<file path="config.mk">
export PLATFORM = sky130hd
export DESIGN_NAME = sysid_read_beat
export DESIGN_NICKNAME = d
export VERILOG_FILES = /design/src/rtl/sysid_pkg.sv /design/src/rtl/sysid_read_beat.sv
export SDC_FILE = /design/constraint.sdc
export NUM_CORES = 1
export LEC_CHECK = 0
export ABC_CLOCK_PERIOD_IN_PS = 1700
export CAP_MARGIN = 0
export CELL_PAD_IN_SITES_DETAIL_PLACEMENT = 2
export CELL_PAD_IN_SITES_GLOBAL_PLACEMENT = 2
export CORE_AREA = 3 3 40 42
export CTS_CLUSTER_SIZE = 24
export DETAILED_ROUTE_END_ITERATION = 7
export DIE_AREA = 0 0 43 45
export PLACE_DENSITY = 0.45
export SETUP_SLACK_MARGIN = 0.4
export SLEW_MARGIN = 10
export SYNTH_ARGS = -nofsm -noshare
export SYNTH_HDL_FRONTEND = slang
export SYNTH_SLANG_ARGS = --single-unit
</file>
<file path="constraint.sdc">
create_clock -name clk -period 1.7 [get_ports clk]
set_clock_uncertainty 0.05 [all_clocks]
set_input_delay 0.17 -clock clk [delete_from_list [all_inputs] [get_ports clk]]
set_output_delay 0.17 -clock clk [all_outputs]
set_load 0.03 [all_outputs]
</file>
<file path="src/rtl/sysid_pkg.sv">
`default_nettype none
// ============================================================================
// Package  : sysid_pkg
// Summary  : System-ID slave word addresses and the checker FSM state type.
// Revision : 1.0
// ============================================================================
package sysid_pkg;

  localparam logic SYSID_ADDR_ID = 1'b0;
  localparam logic SYSID_ADDR_TS = 1'b1;

  typedef enum logic [1:0] {
    ST_IDLE   = 2'd0,
    ST_RD_ID  = 2'd1,
    ST_RD_TS  = 2'd2,
    ST_REPORT = 2'd3
  } sysid_state_e;

endpackage
`default_nettype wire

</file>
<file path="src/rtl/sysid_read_beat.sv">
`default_nettype none
// ============================================================================
// Module   : sysid_read_beat
// Summary  : One Avalon read beat: strobe on the first enabled cycle, capture
//            READ_LATENCY cycles later.
// Revision : 1.0
// ============================================================================
module sysid_read_beat
  import sysid_pkg::*;
#(
  parameter int READ_LATENCY = 0
) (
  input  logic clk,
  input  logic rst,
  input  logic i_en,
  output logic o_read,
  output logic o_capture
);

  localparam logic [2:0] C_LAT = 3'(READ_LATENCY);

  logic [2:0] r_cnt;

  assign o_read    = i_en && (r_cnt == 3'd0);
  assign o_capture = i_en && (r_cnt == C_LAT);

  // Counter restarts at 0 for every beat, so the strobe marks the first cycle.
  always_ff @(posedge clk) begin
    if (rst || !i_en || o_capture) begin
      r_cnt <= 3'd0;
    end else begin
      r_cnt <= r_cnt + 3'd1;
    end
  end

endmodule
`default_nettype wire

</file>
### Yosys cells after proc, flatten, opt, wreduce, memory -nomap -nowiden

Cells that the tools add are included.

| word-level totals | value |
|---|---|
| flip-flop bits (word level) | 3 |
| input bits | 3 |
| output and inout port bits | 2 |
| word-level logic and storage cells | 7 |

| operators by class | value |
|---|---|
| $add $sub $neg | 1 |
| reductions and logical operators | 5 |

Operators by type and width:

| operator | number |
|---|---|
| 3-bit by 1-bit adder with 3-bit output (second input constant) | 1 |
| 3-bit logical NOT | 1 |
| 1-bit logical OR | 2 |
| 1-bit logical AND | 1 |
| 1-bit logical NOT | 1 |

### Longest topological paths before layout

| logic depth | value |
|---|---|
| depth in word-level cells | 3 |
| mapped depth | 5 |
| mapped depth without buffers | 4 |

### Least setup slack after synthesis

Ideal clock, no wire load.

| timing path | value |
|---|---|
| path kind | register to output |
| start point | register r_cnt[0] |
| end point | output port o_read |
| arrival | 1.223 ns |
| data required time | 1.480 ns |
| setup slack | 0.257 ns |
| stages on the path, launching flop included | 6 |
| path buffers | 1 |
| cells stage by stage | dfxtp_1 inv_1 ha_1 and2b_2 and2_1 buf_4 |

| on the way | value |
|---|---|
| cells in the longest elaborated chain, start to end | 2 |

Ends and longest elaborated chain:

| element | line | RTL |
|---|---|---|
| from (decl) | sysid_read_beat.sv:22 | `logic [2:0] r_cnt;` |
| from (signal assigned) | sysid_read_beat.sv:32 | `r_cnt <= r_cnt + 3'd1;` |
| 3-bit logical NOT | -- |  |
| 1-bit logical AND | -- |  |
| to (decl) | sysid_read_beat.sv:16 | `output logic o_read,` |

Every way passes these cells.

### Worst setup path in the final report

| timing path | value |
|---|---|
| start point | register r_cnt[1] |
| end point | output port o_capture |

| on the way | value |
|---|---|
| cells in the longest elaborated chain, start to end | 2 |

Ends and longest elaborated chain:

| element | line | RTL |
|---|---|---|
| 3-bit logical NOT | sysid_read_beat.sv:25 | `assign o_capture = i_en && (r_cnt == C_LAT);` |
| 1-bit logical AND | sysid_read_beat.sv:25 |  |
| to (decl) | sysid_read_beat.sv:17 | `output logic o_capture` |

Every way passes these cells.

==> run summary <==
The maximum achievable frequency was 698 MHz; the count of input and output buffers was 4. The tools report the gate count after technology mapping as 16. The kind of cell with the highest combined delay along the critical path is flip-flops.

Cells with a size suffix above 1 make up 63.0% of the layout. The critical path starts at r_cnt[1]$_SDFF_PP0_. The wire-length estimate of the detail-placed layout is 305 um. The design area is 287 um2. The tools report the synthesized net count as 21. The layout has 153 filler cells. The run gives 3 as the total number of clock tree sinks. The synthesized netlist devotes 31.5% of its cell area to simple gates. The tree is rooted in a sky130_fd_sc_hd__clkbuf_4. In this run the core area contains 13 standard-cell rows. The largest fanout on the critical path came out at 2.

Yosys attributes the largest share of cell area to sky130_fd_sc_hd__dfxtp_1 38%, sky130_fd_sc_hd__ha_1 16%, sky130_fd_sc_hd__a21oi_2 5.5%, sky130_fd_sc_hd__and2b_2 5.5%, sky130_fd_sc_hd__or3b_1 5.5%. Summing all placed instances gives a cell area of 228 um2. VDD sags by at most 0.240 mV. For this configuration, the core starts out at a cell density of 12.4%.

Biggest area consumer among synthesized cells: sky130_fd_sc_hd__dfxtp_1. The tools report the net count of the finished layout as 33. The cell at the slowest stage of the critical path was sky130_fd_sc_hd__dfxtp_2. The worst hold path class is reg -> reg. The flow ran to the end, and the final reports show no timing, DRC or antenna violations.

The number of DRC violations after detailed-routing iteration 0 is 0, and the post-synthesis compound-gate area fraction is 5.51%. The adder-cell share of the synthesized area is 15.7%, and the largest net degree at the start of global routing is 4. The core region is 0.00128 mm2. For the count of different cell masters after synthesis, the log shows 12. In this run the mean area of a mapped cell was 9.93 um2.

The logs give 37.8% for the sequential element share of the synthesized area and 0.23 ns for the source-to-sink clock delay at the later pin of the worst-skew pair. For the number of buffers created by CTS, the log shows 3. TritonCTS built the clock tree. The analysis attributes to cell leakage a power of 0.000113 uW.

Once detail routing completed, the nets flagged for antenna violations numbered 0. From synthesis to final layout, the design area changed by 80.3%. Clock-pin slew was measured on the worst setup and hold paths at 0.04 ns. During synthesis, Yosys emitted a total of 0 warnings.

Setup repair after global routing could not meet its margin everywhere. In the final layout, flip-flops and latches occupy 62.6 um2. In this run the count of I/O pins placed on the die edge is 5. The tools report the maximum count of clock buffers along a single path as 2.

The max-cap check violation count is 0. The remaining max-slew budget at the tightest pin was 88.8%. Measured along the y axis, the die boundary spans 45 um.

The critical path goes through inv_2 -> ha_4 -> and2b_2 -> and2_4 -> buf_6. Measured against the total synthesized area, the mux share comes to 0%. At the worst endpoint, the required time is 1.48 ns. The register containing the most flip-flops in the final layout is r_cnt.

The tools report the critical path capture point type as an output pin. Number of global-route vias before repair: 178. Critical register-to-register path startpoint: r_cnt[1]$_SDFF_PP0_.

The run gives 98.8 um2 as the area of combinational cells with multiple inputs. The worst hold path begins at r_cnt[0]$_SDFF_PP0_. For the max-slew violation count, the log shows 0. The maximum level of the CTS H-tree was 1; the sum of routed wire length over all layers was 391 um. For the pin with the worst max-slew slack, the measured transition is 0.167 ns. The run gives 0 ns as the accumulated negative setup slack.

The main combinational cell family by area after synthesis is simple AND/OR/NAND/NOR gates. The number of flip-flops under the largest register name was 3. The worst path uses 84.3% of the clock period. The detailed router placed 144 vias in this run.

The critical path buffer and inverter count came out at 2. 0 antenna diodes ended up in the layout. Across every metal layer, demand over resource in global routing totals 5.65%. The area share of the largest cell type after synthesis was 37.8%.

The final critical path time including I/O delays and setup is 1.43 ns. Data on the critical path arrives at its endpoint at 1.21 ns. The die covers 0.00194 mm2. The run gives 0 as the number of failing setup endpoints in the final timing report. Power spread over the standard cell area amounts to 757 mW/mm2. For this run, design rule violations remaining after detail routing come to 0. The maximum cell stage delay along the critical path is 0.33 ns, and the final RePlAce weighted congestion is 0.591. Dividing the detail-routed wire length by the instance count gives 9.31 um. For this run the aggregate overflow at the end of global routing stands at 0. Of the total synthesized cell area, the portion taken by XOR and XNOR cells is 0%. The post-detailed-route via-to-cell ratio works out to 3.43.

The worst setup path is launched from a register. Counting flops and latches in the post-synthesis netlist gives 3. The largest registers in the layout are r_cnt (3). The worst setup path is of the reg -> out kind. The die outline width is 43 um.

The post-synthesis cell area was 159 um2; the count of TritonRoute iterations in the first routing pass was 1. The number of hold violations in the final report is 0. The initial antenna violation count is 0.

The first global-routing pass estimated 717 um of wire.
-- path summary, 6_finish.rpt --
path / cells past startpoint / slack, ns / endpoint
hold reg to reg: 2 / 0.46 / r_cnt[0]$_SDFF_PP0_
setup / recovery: 5 / 0.27 / o_capture
setup reg to reg: 5 / 0.46 / r_cnt[2]$_SDFF_PP0_
hold / removal: 2 / 0.46 / r_cnt[0]$_SDFF_PP0_
-- repair_timing --
action                     in CTS  in global routing
hold buffers                    0                  0
setup endpoints to repair       2                  2
gates cloned                    0                  0
gates resized for setup        19                  1
pin swaps                       1                  1
buffers inserted                1                  1
-- metal layers --
layer / GRT usage [%] / routed length, um / part of all wire, %
met3: 1.59 / 24 / 6.1
met1: 4.55 / 155 / 40
met4: 9.04 / 0 / 0
met5: 0 / 0 / 0
met2: 8.98 / 211 / 54
-- final cells by class --
cell class              instances  share of cell area, %
clock buffers                   4                   9.17
inverters                       2                   2.62
multi-input cells              10                   34.5
flip-flops and latches          3                   21.8
well taps                      15                   6.55
repair buffers                  8                   25.3
-- Yosys cell counts --
master and number:
sky130_fd_sc_hd__nor3b_1 1, sky130_fd_sc_hd__nand2b_1 1, sky130_fd_sc_hd__ha_1 2, sky130_fd_sc_hd__and2_1 1, sky130_fd_sc_hd__nor3_1 1, sky130_fd_sc_hd__dfxtp_1 3
sky130_fd_sc_hd__inv_1 2, sky130_fd_sc_hd__or2b_1 1, sky130_fd_sc_hd__or3b_1 1, sky130_fd_sc_hd__buf_4 1, sky130_fd_sc_hd__and2b_2 1, sky130_fd_sc_hd__a21oi_2 1
-- cell usage in the layout (no fill, tap or decap), types with 2 or more instances in the layout --
cell type / n
sky130_fd_sc_hd__inv_2: 2
sky130_fd_sc_hd__clkbuf_4: 3
sky130_fd_sc_hd__buf_6: 2
sky130_fd_sc_hd__dfxtp_2: 2
sky130_fd_sc_hd__clkdlybuf4s50_1: 2
sky130_fd_sc_hd__buf_4: 4
-- power breakdown --
group | total, uW | leakage, uW | switching (uW) | internal [uW]
clock | 126 | 0.0000150 | 38.1 | 88.1
combinational | 20.1 | 0.0000733 | 9.23 | 10.8
sequential | 70.7 | 0.0000252 | 0 | 70.7
total | 217 | 0.000113 | 47.3 | 170
-- worst min-delay path, delay by kind of cell (launching register included) --
| kind | cells | cell delay, ns |
|---|---|---|
| buffers and inverters | 1 | 0.10 |
| flip-flops | 1 | 0.32 |
| AND/OR/NAND/NOR | 1 | 0.04 |
-- kinds of logic (layout without fill, tap and decap cells) --
logic type               after synthesis  count (layout)
AO/OA/AOI/OAI                          1               1
adder cells (fa/ha/maj)                2               2
buffers and inverters                  3              14
flip-flops                             3               3
AND/OR/NAND/NOR                        7               7
-- stage by stage --
stage                     hold WS (ns)  util [%]  total power, uW  worst slack, ns  instances
after global placement           0.454      17.7             90.8           0.0151         36
after CTS                        0.457      21.7              225            0.246         41
after detailed placement         0.472      17.7             91.0         0.000975         36
final                            0.464      22.3              217            0.267         42
after global routing             0.478      22.3              230            0.208         42
after floorplan                  0.303         -             83.6            0.414         16
(Power assumes the default switching activity.)
